<file path="config.mk">
export PLATFORM = sky130hd
export DESIGN_NAME = sys_cmd_master_flat
export DESIGN_NICKNAME = d
export VERILOG_FILES = /design/src/rtl/sys_cmd_pkg.sv /design/src/rtl/sys_cmd_master_if.sv /design/src/rtl/sys_cmd_frame_ser.sv /design/src/rtl/sys_cmd_master.sv /design/src/flat_wrapper.sv
export SDC_FILE = /design/constraint.sdc
export NUM_CORES = 1
export LEC_CHECK = 0
export ABC_AREA = 1
export CORE_ASPECT_RATIO = 0.8
export CORE_UTILIZATION = 57
export CTS_CLUSTER_DIAMETER = 120
export DETAILED_ROUTE_END_ITERATION = 12
export GPL_ROUTABILITY_DRIVEN = 0
export PLACE_DENSITY = 0.86
export SLEW_MARGIN = 20
export SYNTH_ARGS = -nofsm -noshare
export SYNTH_HDL_FRONTEND = slang
export SYNTH_SLANG_ARGS = --single-unit
</file>
<file path="constraint.sdc">
create_clock -name CLK -period 5.4 [get_ports CLK]
set_input_delay 0.81 -clock CLK [delete_from_list [all_inputs] [get_ports CLK]]
set_output_delay 0.81 -clock CLK [all_outputs]
set_load 0.01 [all_outputs]
</file>
<file path="src/rtl/sys_cmd_pkg.sv">
// rtl/sys_cmd_pkg.sv - shared encodings and frame helpers for the UART command master
package sys_cmd_pkg;

    typedef enum logic [1:0] {
        CMD_REG_WR  = 2'd0,
        CMD_REG_RD  = 2'd1,
        CMD_ALU_OP  = 2'd2,
        CMD_ALU_NOP = 2'd3
    } cmd_type_e;

    localparam logic [7:0] OPC_REG_WR  = 8'hAA;
    localparam logic [7:0] OPC_REG_RD  = 8'hBB;
    localparam logic [7:0] OPC_ALU_OP  = 8'hCC;
    localparam logic [7:0] OPC_ALU_NOP = 8'hDD;

    typedef enum logic [1:0] {
        ST_IDLE = 2'd0,
        ST_SEND = 2'd1,
        ST_RESP = 2'd2,
        ST_FIN  = 2'd3
    } state_e;

    typedef struct packed {
        logic [2:0] frame_len;
        logic [1:0] rsp_cnt;
    } frame_info_t;

    // Number of bytes sent and number of response bytes expected per command.
    function automatic frame_info_t frame_info(input cmd_type_e t);
        frame_info_t fi;
        fi = '0;
        case (t)
            CMD_REG_WR:  begin fi.frame_len = 3'd3; fi.rsp_cnt = 2'd0; end
            CMD_REG_RD:  begin fi.frame_len = 3'd2; fi.rsp_cnt = 2'd1; end
            CMD_ALU_OP:  begin fi.frame_len = 3'd4; fi.rsp_cnt = 2'd2; end
            CMD_ALU_NOP: begin fi.frame_len = 3'd2; fi.rsp_cnt = 2'd2; end
            default:     fi = '0;
        endcase
        return fi;
    endfunction

    // Frame bytes packed little-endian: byte k of the frame sits in bits [8k+7:8k].
    function automatic logic [31:0] build_frame(
        input cmd_type_e  t,
        input logic [3:0] addr,
        input logic [7:0] wdata,
        input logic [7:0] op_a,
        input logic [7:0] op_b,
        input logic [3:0] fun
    );
        logic [31:0] f;
        f = '0;
        case (t)
            CMD_REG_WR:  f = {8'h00, wdata, {4'h0, addr}, OPC_REG_WR};
            CMD_REG_RD:  f = {16'h0000, {4'h0, addr}, OPC_REG_RD};
            CMD_ALU_OP:  f = {{4'h0, fun}, op_b, op_a, OPC_ALU_OP};
            CMD_ALU_NOP: f = {16'h0000, {4'h0, fun}, OPC_ALU_NOP};
            default:     f = '0;
        endcase
        return f;
    endfunction

endpackage

</file>
<file path="src/rtl/sys_cmd_master_if.sv">
// rtl/sys_cmd_master_if.sv - command, UART byte and response signals of sys_cmd_master
// master modport: the command master itself; slave modport: the host/UART side.
interface sys_cmd_master_if;
    logic        cmd_valid;
    logic        cmd_ready;
    logic [1:0]  cmd_type;
    logic [3:0]  cmd_addr;
    logic [7:0]  cmd_wdata;
    logic [7:0]  cmd_op_a;
    logic [7:0]  cmd_op_b;
    logic [3:0]  cmd_fun;
    logic [7:0]  tx_byte;
    logic        tx_valid;
    logic        tx_ready;
    logic [7:0]  rx_byte;
    logic        rx_valid;
    logic [15:0] rsp_data;
    logic        rsp_valid;
    logic        rsp_timeout;
    logic        rx_stray;

    modport master (
        input  cmd_valid, cmd_type, cmd_addr, cmd_wdata, cmd_op_a, cmd_op_b, cmd_fun,
        input  tx_ready, rx_byte, rx_valid,
        output cmd_ready, tx_byte, tx_valid, rsp_data, rsp_valid, rsp_timeout, rx_stray
    );

    modport slave (
        output cmd_valid, cmd_type, cmd_addr, cmd_wdata, cmd_op_a, cmd_op_b, cmd_fun,
        output tx_ready, rx_byte, rx_valid,
        input  cmd_ready, tx_byte, tx_valid, rsp_data, rsp_valid, rsp_timeout, rx_stray
    );
endinterface

</file>
<file path="src/rtl/sys_cmd_frame_ser.sv">
// rtl/sys_cmd_frame_ser.sv - byte serializer presenting a loaded frame on a valid/ready byte port
// Ports: clk_i, rst_ni (async active-low); load_i/frame_i/len_i start a frame;
//        tx_ready_i, tx_byte_o, tx_valid_o byte handshake; done_o marks the last transfer.
module sys_cmd_frame_ser (
    input  logic        clk_i,
    input  logic        rst_ni,
    input  logic        load_i,
    input  logic [31:0] frame_i,
    input  logic [2:0]  len_i,
    input  logic        tx_ready_i,
    output logic [7:0]  tx_byte_o,
    output logic        tx_valid_o,
    output logic        done_o
);

    logic [31:0] frame_q;
    logic [2:0]  len_q;
    logic [2:0]  idx_q;
    logic [7:0]  byte_q;
    logic        valid_q;

    logic        xfer;
    logic        last;
    logic [2:0]  idx_nxt;
    logic [7:0]  byte_nxt;

    assign xfer     = valid_q && tx_ready_i;
    assign last     = (idx_q == (len_q - 3'd1));
    assign idx_nxt  = idx_q + 3'd1;
    assign byte_nxt = frame_q[{idx_nxt[1:0], 3'b000} +: 8];
    assign done_o   = xfer && last;

    assign tx_byte_o  = byte_q;
    assign tx_valid_o = valid_q;

    // The byte register only changes on load or on a completed transfer,
    // so tx_byte stays put while the UART stalls.
    always_ff @(posedge clk_i or negedge rst_ni) begin
        if (!rst_ni) begin
            frame_q <= '0;
            len_q   <= '0;
            idx_q   <= '0;
            byte_q  <= '0;
            valid_q <= 1'b0;
        end else if (load_i) begin
            frame_q <= frame_i;
            len_q   <= len_i;
            idx_q   <= '0;
            byte_q  <= frame_i[7:0];
            valid_q <= 1'b1;
        end else if (xfer) begin
            idx_q <= idx_nxt;
            if (last) begin
                valid_q <= 1'b0;
                byte_q  <= '0;
            end else begin
                byte_q  <= byte_nxt;
            end
        end
    end

endmodule

</file>
<file path="src/rtl/sys_cmd_master.sv">
// rtl/sys_cmd_master.sv - host-side UART command initiator: frames commands, gathers responses
// Ports: CLK, RST (async active-low); bus (sys_cmd_master_if.master) carrying the command
//        request, UART TX/RX bytes, assembled response, timeout and stray-byte pulses.
module sys_cmd_master
    import sys_cmd_pkg::*;
#(
    parameter int TIMEOUT_CYC = 65535,
    parameter int TO_W        = 16
) (
    input  logic               CLK,
    input  logic               RST,
    sys_cmd_master_if.master   bus
);

    localparam logic [TO_W-1:0] TO_LAST = TO_W'(TIMEOUT_CYC - 1);

    state_e          state_q;
    logic            cmd_ready_q;
    logic [15:0]     rsp_data_q;
    logic            rsp_valid_q;
    logic            rsp_timeout_q;
    logic            rx_stray_q;
    logic [TO_W-1:0] to_cnt_q;
    logic [1:0]      rx_cnt_q;
    logic [1:0]      exp_q;

    logic            accept;
    cmd_type_e       type_in;
    frame_info_t     info_in;
    logic [31:0]     frame_in;
    logic            ser_done;

    assign accept   = bus.cmd_valid && cmd_ready_q;
    assign type_in  = cmd_type_e'(bus.cmd_type);
    assign info_in  = frame_info(type_in);
    assign frame_in = build_frame(type_in, bus.cmd_addr, bus.cmd_wdata,
                                  bus.cmd_op_a, bus.cmd_op_b, bus.cmd_fun);

    // The serializer captures the whole frame on accept, which is where the
    // command fields get registered.
    sys_cmd_frame_ser u_ser (
        .clk_i      (CLK),
        .rst_ni     (RST),
        .load_i     (accept),
        .frame_i    (frame_in),
        .len_i      (info_in.frame_len),
        .tx_ready_i (bus.tx_ready),
        .tx_byte_o  (bus.tx_byte),
        .tx_valid_o (bus.tx_valid),
        .done_o     (ser_done)
    );

    assign bus.cmd_ready   = cmd_ready_q;
    assign bus.rsp_data    = rsp_data_q;
    assign bus.rsp_valid   = rsp_valid_q;
    assign bus.rsp_timeout = rsp_timeout_q;
    assign bus.rx_stray    = rx_stray_q;

    always_ff @(posedge CLK or negedge RST) begin
        if (!RST) begin
            state_q       <= ST_IDLE;
            cmd_ready_q   <= 1'b1;
            rsp_data_q    <= '0;
            rsp_valid_q   <= 1'b0;
            rsp_timeout_q <= 1'b0;
            rx_stray_q    <= 1'b0;
            to_cnt_q      <= '0;
            rx_cnt_q      <= '0;
            exp_q         <= '0;
        end else begin
            rsp_valid_q   <= 1'b0;
            rsp_timeout_q <= 1'b0;
            // Only RESP consumes rx bytes; anything else is reported and dropped.
            rx_stray_q    <= bus.rx_valid && (state_q != ST_RESP);

            case (state_q)
                ST_IDLE: begin
                    if (accept) begin
                        state_q     <= ST_SEND;
                        cmd_ready_q <= 1'b0;
                        rsp_data_q  <= '0;
                        rx_cnt_q    <= '0;
                        exp_q       <= info_in.rsp_cnt;
                    end
                end

                ST_SEND: begin
                    if (ser_done) begin
                        if (exp_q == 2'd0) begin
                            state_q     <= ST_FIN;
                            rsp_valid_q <= 1'b1;
                        end else begin
                            state_q  <= ST_RESP;
                            to_cnt_q <= '0;
                        end
                    end
                end

                ST_RESP: begin
                    // An arriving byte beats an expiring counter in the same cycle.
                    if (bus.rx_valid) begin
                        to_cnt_q <= '0;
                        rx_cnt_q <= rx_cnt_q + 2'd1;
                        if (rx_cnt_q[0]) begin
                            rsp_data_q[15:8] <= bus.rx_byte;
                        end else begin
                            rsp_data_q[7:0]  <= bus.rx_byte;
                        end
                        if ((rx_cnt_q + 2'd1) == exp_q) begin
                            state_q     <= ST_FIN;
                            rsp_valid_q <= 1'b1;
                        end
                    end else if (to_cnt_q == TO_LAST) begin
                        state_q       <= ST_IDLE;
                        cmd_ready_q   <= 1'b1;
                        rsp_timeout_q <= 1'b1;
                        to_cnt_q      <= '0;
                    end else begin
                        to_cnt_q <= to_cnt_q + 1'b1;
                    end
                end

                ST_FIN: begin
                    state_q     <= ST_IDLE;
                    cmd_ready_q <= 1'b1;
                end

                default: begin
                    state_q     <= ST_IDLE;
                    cmd_ready_q <= 1'b1;
                end
            endcase
        end
    end

endmodule
</file>
<file path="src/flat_wrapper.sv">
// flat-port wrapper written by rule: the top's interface ports become plain ports
module sys_cmd_master_flat import sys_cmd_pkg::*;
#(
    parameter int TIMEOUT_CYC = 65535,
    parameter int TO_W        = 16
)
  (CLK, RST, bus_cmd_valid, bus_cmd_type, bus_cmd_addr, bus_cmd_wdata, bus_cmd_op_a, bus_cmd_op_b, bus_cmd_fun, bus_tx_ready, bus_rx_byte, bus_rx_valid, bus_cmd_ready, bus_tx_byte, bus_tx_valid, bus_rsp_data, bus_rsp_valid, bus_rsp_timeout, bus_rx_stray);
  sys_cmd_master_if bus_i ();
  input  logic CLK;
  input  logic RST;
  input wire logic [$bits(bus_i.cmd_valid)-1:0] bus_cmd_valid;
  input wire logic [$bits(bus_i.cmd_type)-1:0] bus_cmd_type;
  input wire logic [$bits(bus_i.cmd_addr)-1:0] bus_cmd_addr;
  input wire logic [$bits(bus_i.cmd_wdata)-1:0] bus_cmd_wdata;
  input wire logic [$bits(bus_i.cmd_op_a)-1:0] bus_cmd_op_a;
  input wire logic [$bits(bus_i.cmd_op_b)-1:0] bus_cmd_op_b;
  input wire logic [$bits(bus_i.cmd_fun)-1:0] bus_cmd_fun;
  input wire logic [$bits(bus_i.tx_ready)-1:0] bus_tx_ready;
  input wire logic [$bits(bus_i.rx_byte)-1:0] bus_rx_byte;
  input wire logic [$bits(bus_i.rx_valid)-1:0] bus_rx_valid;
  output wire logic [$bits(bus_i.cmd_ready)-1:0] bus_cmd_ready;
  output wire logic [$bits(bus_i.tx_byte)-1:0] bus_tx_byte;
  output wire logic [$bits(bus_i.tx_valid)-1:0] bus_tx_valid;
  output wire logic [$bits(bus_i.rsp_data)-1:0] bus_rsp_data;
  output wire logic [$bits(bus_i.rsp_valid)-1:0] bus_rsp_valid;
  output wire logic [$bits(bus_i.rsp_timeout)-1:0] bus_rsp_timeout;
  output wire logic [$bits(bus_i.rx_stray)-1:0] bus_rx_stray;
  assign bus_i.cmd_valid = bus_cmd_valid;
  assign bus_i.cmd_type = bus_cmd_type;
  assign bus_i.cmd_addr = bus_cmd_addr;
  assign bus_i.cmd_wdata = bus_cmd_wdata;
  assign bus_i.cmd_op_a = bus_cmd_op_a;
  assign bus_i.cmd_op_b = bus_cmd_op_b;
  assign bus_i.cmd_fun = bus_cmd_fun;
  assign bus_i.tx_ready = bus_tx_ready;
  assign bus_i.rx_byte = bus_rx_byte;
  assign bus_i.rx_valid = bus_rx_valid;
  assign bus_cmd_ready = bus_i.cmd_ready;
  assign bus_tx_byte = bus_i.tx_byte;
  assign bus_tx_valid = bus_i.tx_valid;
  assign bus_rsp_data = bus_i.rsp_data;
  assign bus_rsp_valid = bus_i.rsp_valid;
  assign bus_rsp_timeout = bus_i.rsp_timeout;
  assign bus_rx_stray = bus_i.rx_stray;
  sys_cmd_master #(.TIMEOUT_CYC(TIMEOUT_CYC), .TO_W(TO_W)) u_core (.CLK(CLK), .RST(RST), .bus(bus_i));
endmodule
</file>
==> run_results.csv <==
group,metric,value,unit
route,post_drt_via_cell_ratio,5.74,
timing,finalHoldViolations,0,
cells_and_area,area_delta_synth_final,23.1,%
power,ir_drop,173,µV
route,vias,4052,
cells_and_area,post-route-util,74.1,%
power,power_switching_share,24.5,%
clocking,clkLatencyLatePin,360,ps
critical_path,critical_path.max_stage_delay,650,ps
clocking,cts_buffer_depth,2,
critical_path,worst_setup_path_start_kind,"register",
critical_path,cp_delay_by_family_top,"simple AND/OR/NAND/NOR gates",
die,die_y,79.0,µm
synth,post_synth.cell_area_avg,7.77,µm²
status,violated_checks,"design-rule violations",
cells_and_area,antennaDiodeCount,0,
die,core-area,0.00703,mm²
synth,synth.cell_area,0.00423,mm²
timing,fin_worst_skew,12.3,ps
synth,synthesis.instances,544,
critical_path,endpoint_kind,"register",
power,pwr-share-clk,39.4,%
critical_path,cp.buffers_inverters,3,
global_route,grt_start_max_net_pins,82,
flow_run,cap_viol_max_count,0,
placement,place_inst,690,
global_route,globalRouteMet3Util,7.13,%
clocking,cts_num_sinks,81,
clocking,postCtsSetupBuffers,0,
power,switching_pwr,267,µW
cells_and_area,area.sequential,0.00203,mm²
power,seq_power_share,55.7,%
die,floorplan.die.width,98.3,µm
route,first_pass_iters,11,
global_route,grt.met2_usage,43.9,%
placement,dpl.hpwl,7510,µm
critical_path,timing.critical_path.cells,"inv_1 > ha_1 > inv_2 > nor2_1 > inv_1 > nor2_1 > nand3_1 > o21ai_2",
critical_path,setup.worst_path.class,"reg2reg",
cells_and_area,num-nets-final,669,
placement,buffer_ports.inserted,75,
power,power_density,209,mW/mm²
die,design.die.area,0.00777,mm²
timing,rsz0062_at_grt,"no",
global_route,grt_busiest_layer,"met2",
min_path,hold_path_class,"in2async",
global_route,grt-ovfl-total,0,
die,num_io_pins,76,
clocking,clk_pin_slew_worst_paths,90,ps
power,cell_internal_pwr,822,µW
critical_path,cp_data_arrival_time,2890,ps
clocking,cts_resized,0,
timing,final_tns_setup,0,ps
power,power.combinational.fraction,4.9,%
clocking,cts.hold.buffers_added,0,
synth,synth-warning-count,0,
timing,fin_crit,2610,ps
power,static-leakage-power,0.00242,µW
synth,synth_cell_types,34,
cells_and_area,multiInputGateArea,0.00192,mm²
synth,synth.yosys.seq_area_share,48.0,%
cells_and_area,fillerInstances,524,
timing,final.period_utilization,48.2,%
global_route,initial_antenna_violation_count,0,
timing,setup-violations-final,0,
clocking,tritoncts,"yes",
global_route,grt_pass1_wl,17500,µm
status,status,"complete, but fails checks",
clocking,ctsHtreeMaxLevel,3,
synth,synth.ff_latch_count,81,
die,placementRows,27,
timing,slew_headroom,43.5,%
timing,actual_transition_at_the_worst_max_transition_pin,844,ps
critical_path,critical_path.slowest_cell,"sky130_fd_sc_hd__nor2_1",
timing,fin_hold_ws,447,ps
route,postRouteWirelength,10400,µm
critical_path,cp_data_required_time,5680,ps
critical_path,critical_path_peak_fanout,15,
die,floorplan.initialDensity,60.2,%
route,ant_nets,0,
route,post_drt_wl_per_cell,14.8,µm
cells_and_area,fraction_of_layout_instances_using_a_drive_strength_above_1,6.79,%
timing,slew_violations,0,
timing,max_freq,384,MHz
global_route,grt_pass1_vias,3811,
clocking,cts-buffers-inserted,9,
synth,mappedNetlistNets,599,
clocking,root_buffer,"sky130_fd_sc_hd__clkbuf_8",
route,detail_route.drc_violations,6,
cells_and_area,fin_cells,706,
route,first_iter_violations,346,
global_route,global_route.usage.met1,40.3,%
global_route,groute.usage.overall,28.8,%
==> path summary, 6_finish.rpt <==
path                                             startpoint                                     to  slack [ps]  depth (start not counted)
setup / recovery              u_core.state_q[0]$_DFFE_PN0P_        u_core.to_cnt_q[12]$_DFFE_PN0P_        2790                          8
hold / removal                                          RST  u_core.u_ser.tx_byte_o[3]$_DFFE_PN0P_         450                          1
setup reg to reg              u_core.state_q[0]$_DFFE_PN0P_        u_core.to_cnt_q[12]$_DFFE_PN0P_        2790                          8
hold reg to reg            u_core.bus.cmd_ready$_DFFE_PN1P_       u_core.bus.cmd_ready$_DFFE_PN1P_         490                          2
max in group asynchronous                               RST   u_core.u_ser.frame_q[18]$_DFFE_PN0P_        4410                          1
min in group CLK           u_core.bus.cmd_ready$_DFFE_PN1P_       u_core.bus.cmd_ready$_DFFE_PN1P_         490                          2
==> synth_stat cells <==
| library cell | instances | area (µm²) |
|---|---|---|
| sky130_fd_sc_hd__buf_6 | 2 | 22.5 |
| sky130_fd_sc_hd__clkbuf_1 | 11 | 41.3 |
| sky130_fd_sc_hd__nor2_1 | 50 | 188 |
| sky130_fd_sc_hd__nand3b_1 | 1 | 7.51 |
| sky130_fd_sc_hd__o21ai_1 | 20 | 100 |
| sky130_fd_sc_hd__dfrtp_1 | 80 | 2000 |
| sky130_fd_sc_hd__nor3_1 | 3 | 15.0 |
| sky130_fd_sc_hd__nand2_1 | 161 | 604 |
| sky130_fd_sc_hd__nand3_1 | 62 | 310 |
| sky130_fd_sc_hd__ha_1 | 8 | 100 |
| sky130_fd_sc_hd__or2_2 | 4 | 25.0 |
| sky130_fd_sc_hd__nor2_2 | 1 | 6.26 |
| sky130_fd_sc_hd__inv_2 | 6 | 22.5 |
| sky130_fd_sc_hd__o32ai_1 | 1 | 8.76 |
| sky130_fd_sc_hd__a22o_1 | 4 | 35.0 |
| sky130_fd_sc_hd__a31oi_1 | 3 | 18.8 |
| sky130_fd_sc_hd__o31ai_1 | 1 | 7.51 |
| sky130_fd_sc_hd__o21bai_1 | 1 | 7.51 |
| sky130_fd_sc_hd__buf_2 | 4 | 20.0 |
| sky130_fd_sc_hd__dfstp_2 | 1 | 26.3 |
| sky130_fd_sc_hd__nand3_2 | 1 | 10.0 |
| sky130_fd_sc_hd__o21ai_2 | 7 | 61.3 |
| sky130_fd_sc_hd__inv_1 | 44 | 165 |
| sky130_fd_sc_hd__xnor2_1 | 1 | 8.76 |
| sky130_fd_sc_hd__nand2_4 | 2 | 22.5 |
| sky130_fd_sc_hd__o21a_1 | 2 | 15.0 |
| sky130_fd_sc_hd__xor2_1 | 7 | 61.3 |
| sky130_fd_sc_hd__o21ai_0 | 20 | 100 |
| sky130_fd_sc_hd__o22ai_1 | 6 | 37.5 |
| sky130_fd_sc_hd__nor3_2 | 1 | 10.0 |
| sky130_fd_sc_hd__a221oi_1 | 2 | 17.5 |
| sky130_fd_sc_hd__buf_1 | 1 | 3.75 |
| sky130_fd_sc_hd__nand4_1 | 13 | 81.3 |
| sky130_fd_sc_hd__a21oi_1 | 13 | 65.1 |
==> logic make-up (layout without fill, tap and decap cells) <==
kind of cell	Yosys count	count (layout)	synth area share, %
AO/OA/AOI/OAI	80	80	11.2
flip-flops	81	81	48.0
XOR/XNOR	8	8	1.66
AND/OR/NAND/NOR	299	299	30.3
adder cells (fa/ha/maj)	8	8	2.37
buffers and inverters	68	143	6.51
==> power by group through the flow <==
| stage | clock, µW | combinational [µW] | sequential [µW] |
|---|---|---|---|
| global placement | 0 | 52.9 | 619 |
| floorplan | 0 | 5.27 | 619 |
| global route | 456 | 58.5 | 607 |
| detailed placement | 0 | 53.4 | 619 |
| CTS | 435 | 53.6 | 606 |
| finish | 429 | 53.1 | 606 |
==> cell type report <==
cell class                      instances  share of cell area (%)
Clock buffer                           10                    2.64
Clock inverter                          6                   0.962
Inverter                               50                    3.61
Multi-Input combinational cell        395                    37.0
Sequential cell                        81                    39.0
Tap cell                               87                    2.09
Timing Repair Buffer                   77                    14.7
==> metal layers <==
metal / wire [µm] / vias up
met3: 989 / 13
met4: 114 / 0
met2: 4800 / 191
met5: 0 / -
li1: - / 1929
met1: 4540 / 1919
==> registers in the layout, indices dropped and copies added, names as in the netlist <==
name	flops
u_core.u_ser.frame_q	24
u_core.bus.rsp_data	16
u_core.to_cnt_q	16
u_core.u_ser.tx_byte_o	8
u_core.u_ser.idx_q	3
u_core.u_ser.len_q	3
u_core.exp_q	2
u_core.rx_cnt_q	2
u_core.state_q	2
u_core.bus.cmd_ready	1
u_core.bus.rsp_timeout	1
u_core.bus.rsp_valid	1
u_core.bus.rx_stray	1
u_core.u_ser.tx_valid_o	1
==> layout by cell type (no fill, tap or decap), drive strengths merged <==
cell	n
o32ai	1
clkbuf	10
clkdlybuf4s50	74
ha	8
nand2	163
o21ai	47
a31oi	3
xor2	7
nor2	51
or2	4
a21oi	13
nor3	4
nand3	63
a22o	4
a221oi	2
nand3b	1
o21a	2
xnor2	1
o22ai	6
dfstp	1
buf	3
o31ai	1
clkinv	2
o21bai	1
nand4	13
clkinvlp	2
inv	52
dfrtp	80
==> metrics by stage <==
stage / instance area (µm²) / total power [µW] / worst slack (ps)
CTS: 5200 / 1100 / 2760
global route: 5200 / 1120 / 2500
global placement: 5010 / 671 / 2640
finish: 5200 / 1090 / 2790
floorplan: 4230 / 624 / 3590
detailed placement: 5010 / 672 / 2530
(Power assumes the default switching activity.)
==> RTL change (config.mk and constraints unchanged) <==
Encoding of `state_e`: now one-hot (4 bits for 4 states).
--- a/src/rtl/sys_cmd_pkg.sv
+++ b/src/rtl/sys_cmd_pkg.sv
@@ -13,11 +13,11 @@
     localparam logic [7:0] OPC_ALU_OP  = 8'hCC;
     localparam logic [7:0] OPC_ALU_NOP = 8'hDD;
 
-    typedef enum logic [1:0] {
-        ST_IDLE = 2'd0,
-        ST_SEND = 2'd1,
-        ST_RESP = 2'd2,
-        ST_FIN  = 2'd3
+    typedef enum logic [3:0] {
+        ST_IDLE = 4'b0001,
+        ST_SEND = 4'b0010,
+        ST_RESP = 4'b0100,
+        ST_FIN  = 4'b1000
     } state_e;
 
     typedef struct packed {
Function: no difference found for any inputs over 4 cycles, from zero or initial values and one cycle with RST low; so few cycles prove little.
==> RTL change against the unedited design <==
Synthesized area is 1.1% higher; hold slack better by 0.040 ns; die area is 1.0% higher; design area is 1.3% higher; register-to-register slack better by 0.29 ns; worst setup slack worse by 0.22 ns; synthesized cell count is 4.8% lower; critical endpoint is now u_core.u_ser.len_q[2]; wire length is 2.9% lower; sequential cell count is 2 higher; critical path depth is 2 lower.
Power is not compared: it rests on default switching activity, and its combinational part moved more than twofold at a synthesized area within 25%.
==> RTL change: results (changes against the unedited design) <==
Status
  – Status: complete, no violations (was finished with violations)

Route
  – First-pass DRT Iterations: 5 (was 11)
  – Drt first-iter violations: 303 (was 346)
  – Vias per cell: 5.62 (was 5.74)
  – WL met2: 4590 um (was 4800 um)
  – Met3 WL post-DR: 811 um (was 989 um)
  – M1 wire length: 4600 um (was 4540 um)
  – Final wirelength: 10100 um (was 10400 um)
  – Wire per inst: 14.9 um (was 14.8 um)

Final layout
  – Number of fill cells in the layout: 494 (was 524)
  – Final nets: 640 (was 669)
  – Layout cell share with drive strength beyond 1: 10.3% (was 6.79%)

Placed design
  – Dpl ws: 2.24 ns (was 2.53 ns)
  – Cells after DPL: 665 (was 690)
  – DP Area: 5030 um^2 (was 5010 um^2)
  – HPWL Detailed: 7070 um (was 7510 um)

Worst setup path
  – Worst Setup SP: bus_cmd_valid (was u_core.state_q[0])
  – Critical path arrival: 3.04 ns (was 2.89 ns)
  – CP max stage delay: 0.50 ns (was 0.65 ns)
  – Crit path capture: u_core.u_ser.len_q[2] (was u_core.to_cnt_q[12])
  – Internal reg-to-reg setup slack: 3.08 ns (was 2.79 ns)
  – CP max stage cell: or2_1 (was nor2_1)
  – Worst R2R End: u_core.bus.rsp_data[8] (was u_core.to_cnt_q[12])

Clock tree
  – Clk buf depth: 2 (unchanged)

Logic synthesis
  – Sequential share of the synthesized area: 48.7% (was 48.0%)
  – Distinct cells, synth: 38 (was 34)
  – Largest cells by area after synthesis: dfrtp_1 47%, nand2_1 13%, nand3_1 5.5% (was dfrtp_1 47%, nand2_1 14%, nand3_1 7.3%)
  – Mapped Nets: 569 (was 599)
  – Commonest cells post-synth: 149 x nand2_1, 81 x dfrtp_1, 55 x inv_1, 47 x nand3_1, 31 x nor2_1 (was 161 x nand2_1, 80 x dfrtp_1, 62 x nand3_1, 50 x nor2_1, 44 x inv_1)
  – Cells after Synth: 518 (was 544)

GRT
  – GRT Overall Usage: 28.0% (was 28.8%)
  – Grt met2 use: 44.3% (was 43.9%)
  – Number of global-route vias before repair: 3612 (was 3811)
  – Global Route met3 Usage: 6.48% (was 7.13%)
  – M1 GR Usage: 39.0% (was 40.3%)

Timing
  – Max Clock Skew: 0.00995 ns (was 0.0123 ns)
  – Slew margin rel.: 51.8% (was 43.5%)
  – Worst setup margin: 2.57 ns (was 2.79 ns)
RTL change: cell count changes after synthesis, moves of 6 or more:
cell      delta
o21ai_1     -20
nor2_1      -19
nand3_1     -15
nand2_1     -12
inv_1       +11
o21ai_2      +9
o211ai_1     +8
o21ai_0      +7
nand4_1      -6
RTL change: logic make-up after synthesis:
family / after synthesis / share of synthesized area (%)
simple gates: 261 / 27.3
flops: 83 / 48.7
fa+ha+maj: 4 / 1.17
xor+xnor: 10 / 2.05
buf+inv: 74 / 7.47
compound gates: 86 / 13.4
RTL change: how the worst min path moves through the flow:
stage                             from                   endpoint  slack [ns]
2_1_floorplan  u_core.u_ser.frame_q[7]    u_core.u_ser.frame_q[7]        0.44
3_3_place_gp   u_core.u_ser.frame_q[7]    u_core.u_ser.frame_q[7]        0.47
3_5_place_dp   u_core.u_ser.frame_q[7]    u_core.u_ser.frame_q[7]        0.47
4_1_cts        u_core.u_ser.frame_q[7]    u_core.u_ser.frame_q[7]        0.49
5_1_grt        u_core.u_ser.frame_q[7]    u_core.u_ser.frame_q[7]        0.50
6_report                           RST  u_core.u_ser.tx_byte_o[3]        0.49
RTL change: cell type report:
type | count | area [um^2] | area share (%)
well taps | 87 | 109 | 2.06
clock buffers | 11 | 151 | 2.87
flip-flops and latches | 83 | 2080 | 39.4
clock inverters | 5 | 82.6 | 1.57
repair buffers | 75 | 752 | 14.3
multi-input cells | 361 | 1870 | 35.5
inverters | 59 | 224 | 4.25
RTL change: worst register-to-register path: stages, from the launching register on:
cell and delay, ns:
dfstp_2 0.57, nand2_2 0.32, clkinv_2 0.42, nand4_1 0.30
nand2_4 0.20, o21ai_4 0.17, nand2_1 0.16, o21ai_2 0.07
RTL change: power by group:
group	internal [uW]	switching [uW]
Clock	287	228
Combinational	341	549
Sequential	792	127
Total	1420	904
